**src/rtl/isa_target_pkg.sv**
```systemverilog
// Shared definitions for the ISA I/O target: register map, STATUS layout and FSM states.
package isa_target_pkg;

  localparam logic [1:0] REG_DATA    = 2'd0;
  localparam logic [1:0] REG_STATUS  = 2'd1;
  localparam logic [1:0] REG_CTRL    = 2'd2;
  localparam logic [1:0] REG_SCRATCH = 2'd3;

  localparam int unsigned ST_EMPTY = 8;
  localparam int unsigned ST_FULL  = 9;
  localparam int unsigned ST_OVF   = 10;
  localparam int unsigned ST_UNF   = 11;

  localparam int unsigned CTRL_IRQ_EN = 0;
  localparam int unsigned CTRL_FLUSH  = 1;

  typedef enum logic [1:0] {
    IDLE = 2'd0,
    RD   = 2'd1,
    WR   = 2'd2
  } state_t;

  function automatic logic [15:0] status_word(input logic [7:0] cnt, input logic empty,
                                              input logic full, input logic ovf,
                                              input logic unf);
    logic [15:0] w;
    w           = '0;
    w[7:0]      = cnt;
    w[ST_EMPTY] = empty;
    w[ST_FULL]  = full;
    w[ST_OVF]   = ovf;
    w[ST_UNF]   = unf;
    return w;
  endfunction

endpackage

```
**src/rtl/isa_target_fifo.sv**
```systemverilog
// Synchronous loopback FIFO; overflowing pushes and underflowing pops are ignored here.
module isa_target_fifo #(
  parameter int unsigned WIDTH = 16,
  parameter int unsigned DEPTH = 8
) (
  input  logic                       clk,
  input  logic                       rst,
  input  logic                       push,
  input  logic                       pop,
  input  logic                       flush,
  input  logic [WIDTH-1:0]           din,
  output logic [WIDTH-1:0]           head,
  output logic [$clog2(DEPTH):0]     count,
  output logic                       empty,
  output logic                       full
);

  localparam int unsigned AW = $clog2(DEPTH);
  localparam int unsigned CW = AW + 1;

  logic [WIDTH-1:0] mem [DEPTH];
  logic [AW-1:0]    wr_ptr;
  logic [AW-1:0]    rd_ptr;
  logic             push_ok;
  logic             pop_ok;

  always_comb begin
    empty   = (count == '0);
    full    = (count == CW'(DEPTH));
    push_ok = push & ~full;
    pop_ok  = pop & ~empty;
    head    = mem[rd_ptr];
  end

  always_ff @(posedge clk) begin
    if (push_ok) mem[wr_ptr] <= din;
  end

  // Flush overrides any simultaneous pop so the FIFO always ends up empty.
  always_ff @(posedge clk or posedge rst) begin
    if (rst) begin
      wr_ptr <= '0;
      rd_ptr <= '0;
      count  <= '0;
    end else if (flush) begin
      wr_ptr <= '0;
      rd_ptr <= '0;
      count  <= '0;
    end else begin
      if (push_ok) wr_ptr <= wr_ptr + AW'(1);
      if (pop_ok)  rd_ptr <= rd_ptr + AW'(1);
      case ({push_ok, pop_ok})
        2'b10:   count <= count + CW'(1);
        2'b01:   count <= count - CW'(1);
        default: count <= count;
      endcase
    end
  end

endmodule

```
**src/rtl/isa_io_target.sv**
```systemverilog
// ISA I/O target: strobe synchronizers, address decode, bus FSM and the four-register window.
module isa_io_target
  import isa_target_pkg::*;
#(
  parameter logic [15:0] BASE_ADDR  = 16'h0220,
  parameter int unsigned FIFO_DEPTH = 8
) (
  input  logic        clk,
  input  logic        reset,
  input  logic [15:0] A,
  input  logic [15:0] D_in,
  output logic [15:0] D_out,
  output logic        D_oe,
  input  logic        IOW_n,
  input  logic        IOR_n,
  input  logic        AEN,
  output logic        IRQ
);

  localparam int unsigned CW = $clog2(FIFO_DEPTH) + 1;

  state_t          state;
  state_t          state_n;
  logic [2:0]      ior_sync;
  logic [2:0]      iow_sync;
  logic [1:0]      settle;
  logic            ior_armed;
  logic            iow_armed;
  logic            ior_fall;
  logic            ior_rise;
  logic            iow_fall;
  logic            iow_rise;
  logic            decode_hit;
  logic            rd_hit;
  logic            wr_hit;
  logic            capture_rd;
  logic            capture_wr;
  logic            rd_done;
  logic            wr_commit;
  logic [1:0]      off_q;
  logic [15:0]     scratch;
  logic            irq_en;
  logic            ovf;
  logic            unf;
  logic [15:0]     rd_word;
  logic            fifo_push;
  logic            fifo_pop;
  logic            fifo_flush;
  logic [15:0]     fifo_head;
  logic [CW-1:0]   fifo_count;
  logic            fifo_empty;
  logic            fifo_full;

  // A strobe only arms once it has been seen deasserted after the pipeline holds real
  // samples, so a strobe held low across reset release never produces an assertion edge.
  always_ff @(posedge clk or posedge reset) begin
    if (reset) begin
      ior_sync  <= '1;
      iow_sync  <= '1;
      settle    <= '0;
      ior_armed <= 1'b0;
      iow_armed <= 1'b0;
    end else begin
      ior_sync  <= {ior_sync[1:0], IOR_n};
      iow_sync  <= {iow_sync[1:0], IOW_n};
      settle    <= {settle[0], 1'b1};
      ior_armed <= ior_armed | (settle[1] & ior_sync[1]);
      iow_armed <= iow_armed | (settle[1] & iow_sync[1]);
    end
  end

  always_comb begin
    ior_fall   = ior_armed & ior_sync[2] & ~ior_sync[1];
    iow_fall   = iow_armed & iow_sync[2] & ~iow_sync[1];
    ior_rise   = ~ior_sync[2] & ior_sync[1];
    iow_rise   = ~iow_sync[2] & iow_sync[1];
    decode_hit = (A[15:2] == BASE_ADDR[15:2]) & ~AEN;
    rd_hit     = ior_fall & iow_sync[1] & decode_hit;
    wr_hit     = iow_fall & ior_sync[1] & decode_hit;
  end

  always_ff @(posedge clk or posedge reset) begin
    if (reset) state <= IDLE;
    else       state <= state_n;
  end

  always_comb begin
    state_n = state;
    case (state)
      IDLE: begin
        if (rd_hit)      state_n = RD;
        else if (wr_hit) state_n = WR;
      end
      RD:      if (ior_rise) state_n = IDLE;
      WR:      if (iow_rise) state_n = IDLE;
      default: state_n = IDLE;
    endcase
  end

  always_comb begin
    D_oe       = (state == RD);
    capture_rd = (state == IDLE) & rd_hit;
    capture_wr = (state == IDLE) & ~rd_hit & wr_hit;
    rd_done    = (state == RD) & ior_rise;
    wr_commit  = (state == WR) & iow_rise;
  end

  always_comb begin
    rd_word = '0;
    case (A[1:0])
      REG_DATA:    rd_word = fifo_empty ? '0 : fifo_head;
      REG_STATUS:  rd_word = status_word(8'(fifo_count), fifo_empty, fifo_full, ovf, unf);
      REG_CTRL:    rd_word[CTRL_IRQ_EN] = irq_en;
      REG_SCRATCH: rd_word = scratch;
      default:     rd_word = '0;
    endcase
  end

  always_comb begin
    fifo_push  = wr_commit & (off_q == REG_DATA);
    fifo_pop   = rd_done & (off_q == REG_DATA);
    fifo_flush = wr_commit & (off_q == REG_CTRL) & D_in[CTRL_FLUSH];
  end

  always_ff @(posedge clk or posedge reset) begin
    if (reset) begin
      off_q   <= '0;
      D_out   <= '0;
      scratch <= '0;
      irq_en  <= 1'b0;
      ovf     <= 1'b0;
      unf     <= 1'b0;
      IRQ     <= 1'b0;
    end else begin
      if (capture_rd | capture_wr) off_q <= A[1:0];
      if (capture_rd) D_out <= rd_word;
      if (wr_commit) begin
        case (off_q)
          REG_DATA:    if (fifo_full) ovf <= 1'b1;
          REG_STATUS: begin
            if (D_in[ST_OVF]) ovf <= 1'b0;
            if (D_in[ST_UNF]) unf <= 1'b0;
          end
          REG_CTRL:    irq_en  <= D_in[CTRL_IRQ_EN];
          REG_SCRATCH: scratch <= D_in;
          default:     ;
        endcase
      end
      if (fifo_pop && fifo_empty) unf <= 1'b1;
      IRQ <= irq_en & ~fifo_empty;
    end
  end

  isa_target_fifo #(
    .WIDTH(16),
    .DEPTH(FIFO_DEPTH)
  ) u_fifo (
    .clk  (clk),
    .rst  (reset),
    .push (fifo_push),
    .pop  (fifo_pop),
    .flush(fifo_flush),
    .din  (D_in),
    .head (fifo_head),
    .count(fifo_count),
    .empty(fifo_empty),
    .full (fifo_full)
  );

endmodule

```
**config.mk**
```make
export PLATFORM = sky130hd
export DESIGN_NAME = isa_io_target
export DESIGN_NICKNAME = d
export VERILOG_FILES = /design/src/rtl/isa_target_pkg.sv /design/src/rtl/isa_target_fifo.sv /design/src/rtl/isa_io_target.sv
export SDC_FILE = /design/constraint.sdc
export NUM_CORES = 1
export LEC_CHECK = 0
export ABC_AREA = 1
export CAP_MARGIN = 25
export CORE_MARGIN = 2
export CORE_UTILIZATION = 38
export DETAILED_ROUTE_END_ITERATION = 8
export GPL_ROUTABILITY_DRIVEN = 0
export SYNTH_ARGS = -nofsm -noshare
export SYNTH_HDL_FRONTEND = slang
export SYNTH_SLANG_ARGS = --single-unit
```
**constraint.sdc**
```tcl
create_clock -name clk -period 4.66 [get_ports clk]
set_clock_uncertainty 0.05 [all_clocks]
set_input_delay 0.932 -clock clk [delete_from_list [all_inputs] [get_ports clk]]
set_output_delay 0.932 -clock clk [all_outputs]
set_load 0.005 [all_outputs]
```
== After elaboration in Yosys (flattened, before gate mapping) ==
Memories as Yosys holds them, arrays and structs flattened.
Cells that the tools add are included.

* Bits in registers: 60
* Memory bits (writable): 128
* Bits of input ports: 37
* Output and inout port bits: 18
* Logic and storage cells: 114
* Memories: 1

{| class="wikitable"
|+ Memories
! memory !! depth !! width !! rd ports !! clocked after Yosys merged registers in !! wr ports !! RTL line !! RTL
|-
| u_fifo.mem || 8 || 16 || 1 || 0 || 1 || isa_target_fifo.sv:21 || <nowiki>logic [WIDTH-1:0] mem [DEPTH];</nowiki>
|}

* Add/sub/neg operators: 4
* Equality and inequality tests: 17
* Multiplexer cells: 23
* Bitwise logic cells: 36
* Reductions and logical operators: 17

{| class="wikitable"
|+ Operators by type and width
! cell !! number
|-
| one-hot mux 15 bit (3 select lines) || 1
|-
| AND 1 bit || 25
|-
| two-way mux 16 bit || 1
|-
| == test 14 x 8 -> 1 bit, second input constant || 1
|-
| == test 2 bit, second input constant || 6
|-
| two-way mux 3 bit || 4
|-
| nonzero test 2 bit || 6
|-
| == test 2 x 1 -> 1 bit, second input constant || 4
|-
| two-way mux 1 bit || 8
|-
| two-way mux 2 bit || 4
|-
| NOT 1 bit || 8
|-
| one-hot mux 4 bit (2 select lines) || 1
|-
| adder 3 x 1 -> 3 bit, second input constant || 2
|-
| zero test 2 bit || 3
|-
| inequality test 2 bit, second input constant || 3
|-
| one-hot mux 2 bit (3 select lines) || 1
|-
| AND reduction 3 bit || 2
|-
| adder 4 x 1 -> 4 bit, second input constant || 1
|-
| == test 4 bit, second input constant || 1
|-
| zero test 4 bit || 1
|-
| two-way mux 4 bit || 1
|-
| one-hot mux 1 bit (4 select lines) || 1
|-
| AND reduction 2 bit || 2
|-
| AND reduction 4 bit || 1
|-
| other kinds (7) || 9
|}

== Logic depth before layout (Yosys ltp) ==
* Depth after elaboration: 8
* Depth in mapped cells: 13
* Mapped depth without buffers: 12

== Modules after synthesis ==
Synthesis repeated with hierarchy kept, for this count alone.

* Cell total of the unflattened synthesis: 776
* Area, all modules: 8077.7 µm²

{| class="wikitable"
|+ Modules (own cells, without submodules)
! module !! instances !! cells an instance !! area each (µm²) !! sequential area each (µm²)
|-
| isa_target_fifo || 1 || 459 || 5614.1 || 4093.9
|-
| isa_io_target || 1 || 317 || 2463.6 || 1258.7
|}

== Worst setup path before layout ==
OpenSTA, ideal clock, no wires.

* Kind: register -> register
* Start: register iow_sync[1]
* End: memory u_fifo.mem[6][0] (enable)
* Setup time: 0.409 ns
* Arrival time: 2.324 ns
* Required time: 4.201 ns
* Slack: 1.877 ns
* Stages on the path, launching flop included: 7
* Buffers on the path: 0
* Clock period less this slack: 2.783 ns
* Path through: dfstp_2 -> nand2_1 -> nor2_4 -> nand3_2 -> inv_1 -> nand2_1 -> nor3_1

* Longest elaborated chain between the ends: 6

{| class="wikitable"
|+ Ends and longest elaborated chain
! element !! RTL line !! RTL
|-
| from (decl) || isa_io_target.sv:25 || <nowiki>logic [2:0] iow_sync;</nowiki>
|-
| from (signal assigned) || isa_io_target.sv:65 || <nowiki>iow_sync <= {iow_sync[1:0], IOW_n};</nowiki>
|-
| AND 1 bit || isa_io_target.sv:76 || <nowiki>iow_rise = ~iow_sync[2] & iow_sync[1];</nowiki>
|-
| AND 1 bit || isa_io_target.sv:105 || <nowiki>wr_commit = (state == WR) & iow_rise;</nowiki>
|-
| AND 1 bit || isa_io_target.sv:120 || <nowiki>fifo_push = wr_commit & (off_q == REG_DATA);</nowiki>
|-
| AND 1 bit || isa_target_fifo.sv:30 || <nowiki>push_ok = push & ~full;</nowiki>
|-
| two-way mux 1 bit || isa_target_fifo.sv:36 || <nowiki>if (push_ok) mem[wr_ptr] <= din;</nowiki>
|-
| two-way mux 1 bit (implied by the code) || isa_target_fifo.sv:36 ||
|-
| to (decl) || isa_target_fifo.sv:21 ||
|}

No other way between the ends.

== Worst setup path in the final report ==
* Start: register iow_sync[1]
* End: memory u_fifo.mem[5][0] (enable)

The elaborated chain is that of the path after synthesis.

==> impl_metrics.toml <==
[place]
hpwl_mm = 11.9
port_buffers = 54

[floorplan]
die_w_um = 150
coreArea_um2 = 20900
rows = 53
initial_util_pct = 38.5
fp.dieH_um = 150
die_ar_um2 = 22400
floorplan.io_pins = 55

[timing]
whs_ns = 0.305
timing_worst_slew_pin_value_ns = 0.982
rsz_0062_raised_after_global_routing = "false"
slew_violations = 0
worst_slew_margin_rel_pct = 34.5
clock.fmax_mhz = 367
report.final.setup_viol = 0
timing.setup.tns_ns = 0
fin_crit_ns = 2.73
period_share_pct = 58.5
hold_viol = 0

[critical_path]
cp.required_ns = 4.73
path_class = "register to register"
crit_path_end_kind = "register"
crit_fanout = 10
setup.worst_path.start_class = "register"
reg2reg_setup_slack_ns = 1.93
worst-endpoint-arrival_ns = 2.80

[cts]
ctsHtreeMaxLevel = 4
cts.path.max_buffers = 2
cts_root_buf = "sky130_fd_sc_hd__clkbuf_16"
cts-hold-fix-buffers = 0
clk_latency_ns = 0.43
clk_pin_slew_worst_paths_ns = 0.07
postCtsSetupBuffers = 0
cts-buffers-inserted = 17
cts_resized = 0
tritoncts = "yes"
clock_sinks = 188

[min_path]
hp-class = "register to register"

[flow_run]
drv.max_cap_violation_count = 0

[logic_synthesis]
synth.largest_area_cell = "sky130_fd_sc_hd__edfxtp_1"
ys_seq_elements = 188
yosys-top-cells-area = "sky130_fd_sc_hd__edfxtp_1 (48%), sky130_fd_sc_hd__dfrtp_1 (17%), sky130_fd_sc_hd__nand2_1 (6.9%)"
seq_area_frac_synth_pct = 66.5
mappedNetlistNets = 791
syn_area_per_cell_um2 = 10.7
mappedNetlistArea_um2 = 8050
synth_cell_type_count = 34
yosysWarnings = 0
synth_top_cell_area_share_pct = 47.7
postSynthCellCount = 751

[final_layout]
synthToLayoutAreaGrowth_pct = 17.8
num_antenna_cells = 0
finalNetCount = 846
share_of_post_route_cells_with_drive_strength_above_1_pct = 9.77
fillers = 1948

[routing]
dr_drc_count = 0
routedLengthMet1_mm = 8.41
drt_first_pass_iters = 5
maxUsedRoutingLayer = "met4"
vias = 5438
wl_met2_mm = 8.91
route.detailed.vias_per_inst = 4.97
avgRoutedWirePerCell_um = 16.8
met3_length_um = 679
route.antenna.remaining_nets = 0
drt-initial-drc-count = 462
routed_wirelength_mm = 18.4

[pwr]
seq_power_share_pct = 54.0
switching_share_pct = 19.6
power.share.clock_pct = 43.1
combinationalPowerShare_pct = 2.9
cellInternalPower_uw = 2680
irDropWorstVdd_mv = 0.221
p_sw_uw = 655
powerDensity_nw_per_um2 = 352
total_leakage_power_uw = 0.00376

[global_route]
number_of_global_route_vias_before_repair = 5335
number_of_antenna_violations_at_the_first_check_in_global_routing = 0
grt_pass1_wl_mm = 29.1
global_route.usage.total_pct = 17.3
maximum_number_of_pins_on_one_net_before_global_route_repair = 51
grt_overflow = 0

[run_status]
run_status = "complete, no violations"
## kinds of logic (layout without fill, tap and decap cells)
| family | Yosys count | count (layout) | synth area share, % |
|---|---|---|---|
| multiplexers | 10 | 10 | 1.77 |
| XOR/XNOR | 2 | 2 | 0.218 |
| flip-flops | 188 | 188 | 66.5 |
| buffers and inverters | 108 | 176 | 5.66 |
| other | 1 | 1 | 0.0466 |
| adder cells (fa/ha/maj) | 3 | 3 | 0.466 |
| AND/OR/NAND/NOR | 341 | 341 | 18.2 |
| AO/OA/AOI/OAI | 98 | 98 | 7.13 |
## power by group through the flow
stage	logic (µW)	clock network, µW	registers, µW
2_1_floorplan	34.3	0	1840
3_3_place_gp	95.1	0	1840
3_5_place_dp	98.4	0	1840
4_1_cts	98.8	1460	1800
5_1_grt	108	1530	1800
6_report	96.5	1440	1800
## flip-flops by register name (all words and copies together) (netlist names), 3 cells and up
name           flops
iow_sync           3
u_fifo.wr_ptr      3
u_fifo.mem       128
u_fifo.rd_ptr      3
ior_sync           3
scratch           16
D_out             16
u_fifo.count       4
## routing by layer
layer,vias to the layer above,track usage (%)
met1,2644,23.3
met4,0,5.76
li1,2650,-
met5,-,0
met2,120,28.4
met3,24,2.96
## Yosys cell counts (all sizes together)
| cell type | count |
|---|---|
| nor3 | 6 |
| a21oi | 8 |
| inv | 77 |
| clkbuf | 11 |
| mux2 | 10 |
| dfrtp | 54 |
| ha | 3 |
| a21boi | 1 |
| nor2 | 104 |
| nand4 | 12 |
| o211ai | 27 |
| dfstp | 6 |
| edfxtp | 128 |
| a21o | 1 |
| nand2 | 150 |
| conb | 1 |
| o21ai | 58 |
| buf | 20 |
| o22ai | 3 |
| nand3 | 69 |
| xor2 | 2 |
## area by class of cell
cell class                      instances  area, µm²  share of cell area (%)
Clock buffer                           21        440                    4.64
Timing Repair Buffer                   67        651                    6.86
Inverter                               77        289                    3.05
Clock inverter                         11        145                    1.53
Sequential cell                       188       5350                    56.4
Multi-Input combinational cell        455       2260                    23.9
Tap cell                              275        344                    3.63
## placed cells by master (no fill, tap or decap)
cell type	instances
sky130_fd_sc_hd__clkinv_2	3
sky130_fd_sc_hd__clkbuf_1	4
sky130_fd_sc_hd__nor2_2	4
sky130_fd_sc_hd__nor2_1	98
sky130_fd_sc_hd__bufinv_16	3
sky130_fd_sc_hd__o211ai_1	27
sky130_fd_sc_hd__dfstp_2	6
sky130_fd_sc_hd__o22ai_1	3
sky130_fd_sc_hd__nand4_4	1
sky130_fd_sc_hd__o21ai_0	56
sky130_fd_sc_hd__xor2_1	2
sky130_fd_sc_hd__nand4_1	11
sky130_fd_sc_hd__inv_1	72
sky130_fd_sc_hd__nand2_2	1
sky130_fd_sc_hd__buf_4	12
sky130_fd_sc_hd__nand3_1	67
sky130_fd_sc_hd__ha_1	3
sky130_fd_sc_hd__nor2_4	2
sky130_fd_sc_hd__o21ai_1	2
sky130_fd_sc_hd__clkbuf_16	17
sky130_fd_sc_hd__dfrtp_2	1
sky130_fd_sc_hd__a21oi_2	2
sky130_fd_sc_hd__buf_12	1
sky130_fd_sc_hd__inv_2	5
sky130_fd_sc_hd__nor3_4	1
sky130_fd_sc_hd__mux2_2	2
sky130_fd_sc_hd__nand3_2	2
sky130_fd_sc_hd__a21o_1	1
sky130_fd_sc_hd__a21boi_0	1
sky130_fd_sc_hd__dfrtp_1	53
sky130_fd_sc_hd__a21oi_1	6
sky130_fd_sc_hd__clkdlybuf4s50_1	54
sky130_fd_sc_hd__nor3_2	4
sky130_fd_sc_hd__mux2_4	8
sky130_fd_sc_hd__conb_1	1
sky130_fd_sc_hd__clkinvlp_4	3
sky130_fd_sc_hd__edfxtp_1	128
sky130_fd_sc_hd__clkinv_4	2
sky130_fd_sc_hd__nand2_1	149
sky130_fd_sc_hd__nor3_1	1
## through the flow
step / worst slack (ns) / instances / area, µm² / total power [µW] / utilization [%]
after floorplan: 1.88 / 751 / 8050 / 1870 / -
after CTS: 1.93 / 1094 / 9490 / 3370 / 45.4
after detailed placement: 1.79 / 1062 / 8900 / 1940 / 42.6
after global routing: 1.73 / 1094 / 9490 / 3440 / 45.4
final: 1.93 / 1094 / 9490 / 3340 / 45.4
after global placement: 1.81 / 1061 / 8880 / 1930 / 42.5
## path summary, 6_finish.rpt
check	from	end	depth (start not counted)
setup / recovery	iow_sync[1]$_DFF_PP1_	u_fifo.mem[5][0]$_DFFE_PP_	7
hold / removal	settle[0]$_DFF_PP0_	settle[1]$_DFF_PP0_	0
setup reg to reg	iow_sync[1]$_DFF_PP1_	u_fifo.mem[5][0]$_DFFE_PP_	7
hold reg to reg	settle[0]$_DFF_PP0_	settle[1]$_DFF_PP0_	0
max in group asynchronous	reset	u_fifo.rd_ptr[0]$_DFFE_PP0P_	4
min in group asynchronous	reset	D_out[15]$_DFFE_PP0P_	2
## worst max-delay path, stage by stage (launching register included)
cell and delay (ns):
sky130_fd_sc_hd__dfstp_2 0.57, sky130_fd_sc_hd__nand2_1 0.11, sky130_fd_sc_hd__nor2_4 0.20, sky130_fd_sc_hd__nand3_2 0.20
sky130_fd_sc_hd__inv_1 0.16, sky130_fd_sc_hd__nand2_1 0.14, sky130_fd_sc_hd__nor2_1 0.64, sky130_fd_sc_hd__buf_4 0.35
Note: power is estimated with default switching activity, not from simulation.
